File: src/rtl/memory_arbiter_pkg.sv
`default_nettype none
// ============================================================================
// Module      : memory_arbiter_pkg
// Description : Shared types and constants for the two-master memory arbiter.
//               FSM state encoding, master index constants and data widths.
// Revision    : 1.0 - initial release
// ============================================================================
package memory_arbiter_pkg;

    // Arbiter FSM states (2-bit encoding, registered in memory_arbiter)
    typedef enum logic [1:0] {
        ARB_IDLE  = 2'd0,
        ARB_ISSUE = 2'd1,
        ARB_WAIT  = 2'd2
    } arb_state_t;

    // Master index constants, also used as the grant encoding
    localparam logic c_ARB_M0 = 1'b0;
    localparam logic c_ARB_M1 = 1'b1;

    // Memory data path widths
    localparam int c_DATA_W = 32;
    localparam int c_STRB_W = 4;

endpackage : memory_arbiter_pkg
`default_nettype wire

File: src/rtl/memory_arbiter_rr2.sv
`default_nettype none
// ============================================================================
// Module      : arbiter_rr2
// Description : Combinational two-requester grant selection.
//               Default: round-robin, the master that did not win last gets
//               the tie. With MUSB_ARB_FIXED_PRIO_EN defined, master 0 always
//               wins a tie and last_grant is ignored.
// Ports       : req0, req1   - request lines of master 0 / master 1
//               last_grant   - index of the most recently served master
//               grant        - index of the selected master
//               valid        - at least one request is present
// Revision    : 1.0 - initial release
// ============================================================================
module arbiter_rr2
    import memory_arbiter_pkg::*;
(
    input  logic req0,
    input  logic req1,
    input  logic last_grant,
    output logic grant,
    output logic valid
);

    assign valid = req0 | req1;

`ifdef MUSB_ARB_FIXED_PRIO_EN
    // History is irrelevant under fixed priority; tie it off explicitly.
    logic w_unused_last_grant;
    assign w_unused_last_grant = last_grant;

    always_comb begin
        grant = req0 ? c_ARB_M0 : (req1 ? c_ARB_M1 : c_ARB_M0);
    end
`else
    always_comb begin
        if (req0 && req1) begin
            grant = ~last_grant;
        end else if (req1) begin
            grant = c_ARB_M1;
        end else begin
            grant = c_ARB_M0;
        end
    end
`endif

endmodule : arbiter_rr2
`default_nettype wire

File: src/rtl/memory_arbiter.sv
`default_nettype none
// ============================================================================
// Module      : memory_arbiter
// Description : Two-master arbiter for one port of a dual-port memory.
//               Registers the winning request onto mem_*, pulses mem_enable
//               for one cycle, then forwards mem_dout/mem_ready to the granted
//               master only. Round-robin by default; fixed priority (master 0
//               wins) when MUSB_ARB_FIXED_PRIO_EN is defined.
// Ports       : clk, rst_n             - clock, async active-low reset
//               m0_* / m1_*            - master request/response channels
//               mem_*                  - memory port (registered request side)
//               busy                   - transfer in flight (ISSUE or WAIT)
// Revision    : 1.0 - initial release
// ============================================================================
module memory_arbiter
    import memory_arbiter_pkg::*;
#(
    parameter int ADDR_SIZE = 8
) (
    input  logic                 clk,
    input  logic                 rst_n,
    // master 0
    input  logic [ADDR_SIZE-1:0] m0_addr,
    input  logic [c_DATA_W-1:0]  m0_din,
    input  logic [c_STRB_W-1:0]  m0_wr,
    input  logic                 m0_enable,
    output logic [c_DATA_W-1:0]  m0_dout,
    output logic                 m0_ready,
    // master 1
    input  logic [ADDR_SIZE-1:0] m1_addr,
    input  logic [c_DATA_W-1:0]  m1_din,
    input  logic [c_STRB_W-1:0]  m1_wr,
    input  logic                 m1_enable,
    output logic [c_DATA_W-1:0]  m1_dout,
    output logic                 m1_ready,
    // memory port
    output logic [ADDR_SIZE-1:0] mem_addr,
    output logic [c_DATA_W-1:0]  mem_din,
    output logic [c_STRB_W-1:0]  mem_wr,
    output logic                 mem_enable,
    input  logic [c_DATA_W-1:0]  mem_dout,
    input  logic                 mem_ready,
    // status
    output logic                 busy
);

    arb_state_t r_state;
    arb_state_t w_next_state;
    logic       r_gnt;
    logic       r_last_grant;
    logic       w_sample;
    logic       w_done;
    logic       w_issue;
    logic       w_arb_last;
    logic       w_arb_grant;
    logic       w_arb_valid;

    // On the completion cycle the finishing master counts as the last grant,
    // so the immediate re-arbitration already sees the updated history.
    assign w_arb_last = (r_state == ARB_WAIT) ? r_gnt : r_last_grant;

    arbiter_rr2 u_arbiter_rr2 (
        .req0       (m0_enable),
        .req1       (m1_enable),
        .last_grant (w_arb_last),
        .grant      (w_arb_grant),
        .valid      (w_arb_valid)
    );

    // Next-state logic: requests are only looked at in IDLE and on the
    // completion cycle of WAIT.
    always_comb begin
        w_next_state = r_state;
        w_sample     = 1'b0;
        w_done       = 1'b0;
        case (r_state)
            ARB_IDLE: begin
                w_sample = 1'b1;
                if (w_arb_valid) begin
                    w_next_state = ARB_ISSUE;
                end
            end
            ARB_ISSUE: begin
                w_next_state = ARB_WAIT;
            end
            ARB_WAIT: begin
                if (mem_ready) begin
                    w_done       = 1'b1;
                    w_sample     = 1'b1;
                    w_next_state = w_arb_valid ? ARB_ISSUE : ARB_IDLE;
                end
            end
            default: begin
                w_next_state = ARB_IDLE;
            end
        endcase
    end

    assign w_issue = w_sample & w_arb_valid;

    always_ff @(posedge clk or negedge rst_n) begin
        if (!rst_n) begin
            r_state      <= ARB_IDLE;
            r_gnt        <= c_ARB_M0;
            r_last_grant <= c_ARB_M1;   // master 0 wins the first tie
            mem_addr     <= '0;
            mem_din      <= '0;
            mem_wr       <= '0;
            mem_enable   <= 1'b0;
        end else begin
            r_state    <= w_next_state;
            mem_enable <= w_issue;
            if (w_issue) begin
                r_gnt    <= w_arb_grant;
                mem_addr <= (w_arb_grant == c_ARB_M1) ? m1_addr : m0_addr;
                mem_din  <= (w_arb_grant == c_ARB_M1) ? m1_din  : m0_din;
                mem_wr   <= (w_arb_grant == c_ARB_M1) ? m1_wr   : m0_wr;
            end
            if (w_done) begin
                r_last_grant <= r_gnt;
            end
        end
    end

    // Return path: ready/data reach the granted master only, and data is
    // gated by ready so the memory's high-Z never leaks out.
    assign m0_ready = w_done & (r_gnt == c_ARB_M0);
    assign m1_ready = w_done & (r_gnt == c_ARB_M1);
    assign m0_dout  = m0_ready ? mem_dout : '0;
    assign m1_dout  = m1_ready ? mem_dout : '0;

    assign busy = (r_state != ARB_IDLE);

endmodule : memory_arbiter
`default_nettype wire
File: config.mk
export PLATFORM = sky130hd
export DESIGN_NAME = memory_arbiter
export DESIGN_NICKNAME = d
export VERILOG_FILES = /design/src/rtl/memory_arbiter_pkg.sv /design/src/rtl/memory_arbiter_rr2.sv /design/src/rtl/memory_arbiter.sv
export SDC_FILE = /design/constraint.sdc
export NUM_CORES = 1
export LEC_CHECK = 0
export CAP_MARGIN = 20
export CORE_AREA = 2 2 93 95
export DETAILED_ROUTE_END_ITERATION = 16
export DIE_AREA = 0 0 95 97
export DONT_BUFFER_PORTS = 1
export MAX_ROUTING_LAYER = met4
export SLEW_MARGIN = 20
export SYNTH_ARGS = -nofsm -noshare
export SYNTH_HDL_FRONTEND = slang
export SYNTH_SLANG_ARGS = --single-unit
File: constraint.sdc
create_clock -name clk -period 3.3 [get_ports clk]
set_input_delay 0.99 -clock clk [delete_from_list [all_inputs] [get_ports clk]]
set_output_delay 0.99 -clock clk [all_outputs]
set_load 0.01 [all_outputs]
Word level (Yosys, flattened, before mapping)
Cells that the tools add are included.
{ "op_classes": {"n_eq_ne": 4, "n_mux": 15, "bitwise": 6, "reduce_logical": 4} }
{ "ops": {"columns": ["operator", "count"], "rows": [
  ["32-bit two-way mux", 3],
  ["8-bit two-way mux", 1],
  ["1-bit two-way mux", 6],
  ["2-bit case mux with 3 select lines", 1],
  ["2-bit two-way mux", 2],
  ["4-bit two-way mux", 1],
  ["2-bit != test (second input constant)", 2],
  ["1-bit AND", 3],
  ["2-bit by 1-bit equality test with 1-bit output (second input constant)", 1],
  ["2-bit equality test (second input constant)", 1],
  ["2-bit logical NOT", 1],
  ["1-bit NOT", 2],
  ["1-bit case mux with 2 select lines", 1],
  ["2-bit AND reduction", 1],
  ["2-bit nonzero test", 1],
  ["1-bit logical AND", 1],
  ["1-bit OR", 1]
]} }
{ "totals": {"ff_bits": 49, "in_bits": 125, "output_inout_bits": 112, "word_cells": 36} }

Depth between registers and ports, before layout
{ "logic_depth": {"depth_word": 5, "mapped_depth": 6, "depth_no_buf": 4} }

Hierarchy
A second synthesis with hierarchy kept.
{ "hier_totals": {"cells_unflattened": 234, "area_unflattened_um2": 2842.7} }
{ "modules_own_cells": {"columns": ["module", "n_inst", "cells_per_inst", "area_each_um2", "seq_area_each_um2"], "rows": [
  ["memory_arbiter", 1, 232, 2829.0, 1227.4],
  ["arbiter_rr2", 1, 2, 13.8, 0.0]
]} }

Least setup slack after synthesis
Ideal clock, no wire load.
{ "synth_timing": {"path_type": "input port to output port", "start": "input port mem_ready", "end": "output port m1_dout[23]", "arrival_ns": 1.651, "required_time_ns": 2.310, "path_slack_ns": 0.659, "stages": 4, "path_buffers": 1, "cell_sequence": "nand2_1 -> nor2_1 -> buf_2 -> and2_1"} }
{ "synth_between": {"elab_chain_len": 4} }
{ "synth_lines": {"columns": ["element", "line", "source"], "rows": [
  ["start: declaration", "memory_arbiter.sv:42", "input logic mem_ready,"],
  ["1-bit two-way mux", "memory_arbiter.sv:87", "if (mem_ready) begin"],
  ["1-bit two-way mux", "memory_arbiter.sv:76", "case (r_state)"],
  ["1-bit AND", "memory_arbiter.sv:128", "assign m1_ready = w_done & (r_gnt == c_ARB_M1);"],
  ["net m1_ready", "memory_arbiter.sv:35", "output logic m1_ready,"],
  ["32-bit two-way mux", "memory_arbiter.sv:130", "assign m1_dout = m1_ready ? mem_dout : '0;"],
  ["end: declaration", "memory_arbiter.sv:34", "output logic [c_DATA_W-1:0] m1_dout,"]
]} }
The timed path passes the listed nets, and every way through them passes these cells.

Worst setup path in the final report
{ "layout_timing": {"start": "register r_state[0]", "end": "output port m1_dout[21]"} }
{ "layout_between": {"elab_chain_len": 4} }
{ "layout_lines": {"columns": ["element", "line", "source"], "rows": [
  ["start: declaration", "memory_arbiter.sv:47", "arb_state_t r_state;"],
  ["start signal: assignment", "memory_arbiter.sv:111", "r_state <= w_next_state;"],
  ["2-bit equality test", "memory_arbiter.sv:76", null],
  ["1-bit two-way mux", "memory_arbiter.sv:76", null],
  ["1-bit AND", "memory_arbiter.sv:128", null],
  ["32-bit two-way mux", "memory_arbiter.sv:130", null]
]} }
No other way between the ends.

==> flow_metrics.tcl <==
set metrics [dict create \
    status "completed" \
    ctsResizeCount 0 \
    critPathArrivalTime_ns 1.85 \
    p_total_mw 2.45 \
    cap_viol_max_count 0 \
    cts_buffers 5 \
    nFillCells 836 \
    synth_area_sq_um 2720 \
    required_ns 2.31 \
    yosys_warnings 0 \
    antenna_cells 0 \
    fin_worst_skew_ns 0.0105 \
    clkLatencyLatePin_ns 0.31 \
    pin_count 237 \
    grt_pass1_vias 1828 \
    drt_iter0_markers 78 \
    antenna_found_initial 0 \
    hpwl_mm 5.52 \
    hp-class "in2async" \
    start_util 0.334 \
    yosysMostFrequentCell "and2_1" \
    avgSynthCellArea_sq_um 9.64 \
    ir_drop_uv 310 \
    grt_usage 0.147 \
    rsz0062_at_grt "false" \
    cts.sinks 49 \
    finalHoldViolCount 0 \
    cts_tree "yes" \
    ctsHoldBuffers 0 \
    worst_pin_slew_ns 0.956 \
    fin_crit_sh 0.861 \
    io_buffers 0 \
    synth_top_area_frac 0.442 \
    r2r_cells 5 \
    ys.flop_type "dfrtp_1" \
    slew-limit-headroom 0.359 \
    cts.clk_slew.worst_paths_ns 0.10 \
    synth_cell_type_count 20 \
    post-synth-top-area-cell "dfrtp_1" \
    seqCellArea_sq_um 1230 \
    post-cts-setup-buffers 0 \
    power_density_nw_per_um2 850 \
    yosys_register_bits 49 \
    critPathMaxFanout 33 \
    die-area_sq_um 9220 \
    layout-drive-gt1-share 0.0652 \
    drt_first_pass_iters 4 \
    cts_buffer_depth 2 \
    die_x_um 95 \
    synth-edff-count 0 \
    async_flop_share 1.00 \
    synth_cells 282 \
    tns_ns 0 \
    setup.worst_path.start_class "flip-flop" \
    gp_congestion 0.837 \
    drv_slew 0 \
    fin_crit_ns 2.84 \
    max_freq_mhz 352 \
    critical_path_class "reg2out" \
    wl_mm 6.92 \
    fin_nets 400 \
    syn_nets 407 \
    vias 1961 \
    die_y_um 97 \
    antenna_left 0 \
    synthTopCellsByCount "64 x and2_1, 48 x dfrtp_1, 48 x nor2_1" \
    synth_sequential_area_ratio 0.452 \
    wire_per_inst_um 18.2 \
    drc 0 \
    viasPerCell 5.15 \
    overflow 0 \
    grt_max_degree 52 \
    core_area_sq_um 8130 \
    grt_pass1_wl_mm 9.96 \
    setup_viol 0 \
    synth_area_leaders "dfrtp_1 44%, mux2i_1 17%, and2_1 15%" \
    root_buffer "clkbuf_8" \
    area_growth_pct 6.12 \
    ctsHtreeMaxLevel 2 \
    multi_input_area_sq_um 1350 \
    fp-row-count 33 \
    power.leakage_nw 1.30 \
    worstSetupEndpointType "primary output" \
]
[state kept, by name, summed over array words and instances (netlist names)]
name / count
r_state: 2
mem_din: 32
mem_enable: 1
r_gnt: 1
mem_wr: 4
mem_addr: 8
r_last_grant: 1
[where the power goes]
part / total [mW] / switching, mW / internal (mW)
logic: 0.753 / 0.441 / 0.312
registers: 1.25 / 0.352 / 0.895
clock network: 0.450 / 0.219 / 0.232
[per-stage QoR]
| stage | instance area [sq um] | worst slack [ns] | instances | util | hold slack, ns |
|---|---|---|---|---|---|
| detailed placement | 2770 | 0.605 | 373 | 0.340 | 0.507 |
| finish | 2880 | 0.458 | 381 | 0.355 | 0.362 |
| CTS | 2880 | 0.432 | 381 | 0.355 | 0.350 |
| global placement | 2770 | 0.623 | 373 | 0.340 | 0.502 |
| floorplan | 2720 | 0.659 | 282 | - | 0.494 |
| global route | 2880 | 0.270 | 381 | 0.355 | 0.337 |
[routing by layer]
| metal | global-route usage | vias up | part of all wire |
|---|---|---|---|
| li1 | - | 919 | - |
| met1 | 0.142 | 893 | 0.33 |
| met2 | 0.279 | 142 | 0.55 |
| met3 | 0.0350 | 7 | 0.095 |
| met4 | 0.0491 | 0 | 0.019 |
| met5 | - | - | 0 |
[cell families after synthesis]
family,after synthesis,share of synthesized area
AO/OA/AOI/OAI,46,0.0884
buffers and inverters,21,0.0580
flip-flops,49,0.452
multiplexers,46,0.170
AND/OR/NAND/NOR,120,0.232
[path summary, 6_finish.rpt]
| path | startpoint | endpoint | slack (ns) |
|---|---|---|---|
| min in group clk | r_last_grant | r_last_grant | 0.52 |
| max | r_state[0] | m1_dout[21] | 0.46 |
| max reg2reg | r_state[0] | mem_din[10] | 1.07 |
| max in group asynchronous | rst_n | r_last_grant | 2.74 |
| min | rst_n | mem_addr[7] | 0.36 |
| min reg2reg | r_last_grant | r_last_grant | 0.52 |
[worst max-delay path, cell delays in order (launching register included)]
cell,delay (ns)
dfrtp_1,0.47
nor2b_1,0.29
nand2_1,0.14
nor2_1,0.14
buf_4,0.28
and2_1,0.23
[cell usage in the layout, fill, tap and decap left out, drive strengths merged, types with 2 or more instances in the layout]
cell type / n
and2: 64
nor2: 48
dfrtp: 48
mux2i: 45
a21oi: 44
buf: 6
clkbuf: 5
nor2b: 2
nand2: 2
inv: 2
nor3: 2
[final cells by class]
cell class / instances / area share
timing repair buffer: 6 / 0.0200
clock buffer: 5 / 0.0239
multi-input combinational: 212 / 0.467
inverter: 1 / 0.00130
tap: 105 / 0.0456
clock inverter: 3 / 0.0165
sequential: 49 / 0.426
Note: power is estimated with default switching activity, not from simulation.
==> edit (same settings) <==
`c_STRB_W`: 4 -> 3.
--- a/src/rtl/memory_arbiter_pkg.sv
+++ b/src/rtl/memory_arbiter_pkg.sv
@@ -21,5 +21,5 @@
     // Memory data path widths
     localparam int c_DATA_W = 32;
-    localparam int c_STRB_W = 4;
+    localparam int c_STRB_W = 3;
 
 endpackage : memory_arbiter_pkg
Ports: changed (resized m0_wr, m1_wr and mem_wr); port bits go from 237 to 234. No check against the original RTL was run, so the function may have changed too.
==> edit against the unedited design <==
Cell area is 0.56% higher. Sequential cell count is 1 lower. Synthesized area hardly changed. Total power is 2.1% higher. Routed wire length is 5.1% lower. Setup slack worse by 0.064 ns. Synthesized cell count is 1.4% lower. Global-route usage is 0.95 points lower. Clock skew is 0.00096 ns higher. Largest cell class unchanged.
==> edit: results (changes against the unedited design) <==
[synth]
synthXorXnorAreaFrac=0  ; unchanged
synthTopCellsByArea=dfrtp_1, mux2i_1, and2_1  ; unchanged
ys_types=22  ; was 20
netlist_top_cells_count=and2_1, dfrtp_1, nor2_1  ; unchanged
synth-compound-area-share=0.09903  ; was 0.08840
synth_mux_area_frac=0.1663  ; was 0.1699
syn_nets=401  ; was 407
ys_seq_area_frac=0.4427  ; was 0.4517

[outcome]
status=finished clean  ; unchanged

[final_layout]
nFillCells=814  ; was 836
antenna_cells=2  ; was 0
reg_top3=mem_din: 32 flops, mem_addr: 8 flops, mem_wr: 3 flops  ; was mem_din: 32 flops, mem_addr: 8 flops, mem_wr: 4 flops
layout-drive-gt1-share=0.1000  ; was 0.06522
area_share_nonclk_buffers=0.01898  ; was 0.01996
clkCellAreaFrac=0.04745  ; was 0.04035
n_all_buffers=4  ; was 6
nMultiInputCombCells=209  ; was 212
nets=392  ; was 400
fin_util=0.3566  ; was 0.3546
seq_share=0.4146  ; was 0.4256
multi_input_area_share=0.4707  ; was 0.4672

[critical_path]
r2r_start=r_state[1]$_DFFE_PN0P_  ; was r_state[0]$_DFFE_PN0P_
crit_path_max_fanout=32  ; was 33
crit_path_end=m1_dout[6]  ; was m1_dout[21]
regToRegEndpoint=mem_din[26]$_DFFE_PN0P_  ; was mem_din[10]$_DFFE_PN0P_
crit_path_top_delay_cell=dfrtp_1  ; unchanged
rrSetupSlack_ns=1.39  ; was 1.07 ns
cp.arrival_ns=1.92  ; was 1.85 ns

[grt]
grt_antenna_before_repair=1  ; was 0
globalRouteTotalUtil=0.1375  ; was 0.1470
grt_max_degree=87  ; was 52
grt_first_pass_wirelength_mm=9.522  ; was 9.956 mm
grt_pass1_vias=1842  ; was 1,828

[drt]
routed_via_density=5.228  ; was 5.147
post_drt_wl_per_cell_um=17.41  ; was 18.15 um
drt-initial-drc-count=66  ; was 78

[clock_tree]
clkTransAtPathRegs_ns=0.10  ; about the same
cts.sinks=48  ; was 49

[pwr]
combinationalPower_mw=0.775  ; was 0.753 mW
vdd_drop_max_uv=259.7  ; was 310.3 uV
powerClk_mw=0.511  ; was 0.450 mW
leakage_nw=1.296  ; was 1.304 nW
intPower_mw=1.506  ; was 1.438 mW

[sta]
skew_ns=0.01150  ; was 0.01054 ns
slew_headroom=0.6483  ; was 0.3593

[placed_design]
dp_hpwl_mm=5.202  ; was 5.522 mm

==> edit: cell types whose count changed after synthesis, sizes merged <==
cell / change
a21oi: -1
inv: +1
mux2i: -1
clkinv: -1
dfrtp: -1
nor2: -1
==> edit: per-stage QoR <==
| stage | std cells | hold WS, ns | setup slack [ns] | cell area [um^2] | total power, mW |
|---|---|---|---|---|---|
| finish | 377 | 0.3719 | 0.3943 | 2900 | 2.501 |
| global route | 377 | 0.3410 | 0.2635 | 2900 | 2.687 |
| CTS | 375 | 0.3561 | 0.3809 | 2895 | 2.548 |
| detailed placement | 367 | 0.5086 | 0.4482 | 2758 | 2.029 |
| global placement | 367 | 0.5089 | 0.4613 | 2758 | 1.994 |
| floorplan | 278 | 0.4936 | 0.6430 | 2716 | 1.883 |
==> edit: routing by layer <==
metal / track usage / up-vias / share of wire
met5: - / - / 0
met4: 0.05909 / 0 / 0.024
met3: 0.03738 / 6 / 0.11
met2: 0.2499 / 147 / 0.53
met1: 0.1340 / 917 / 0.33
li1: - / 901 / -
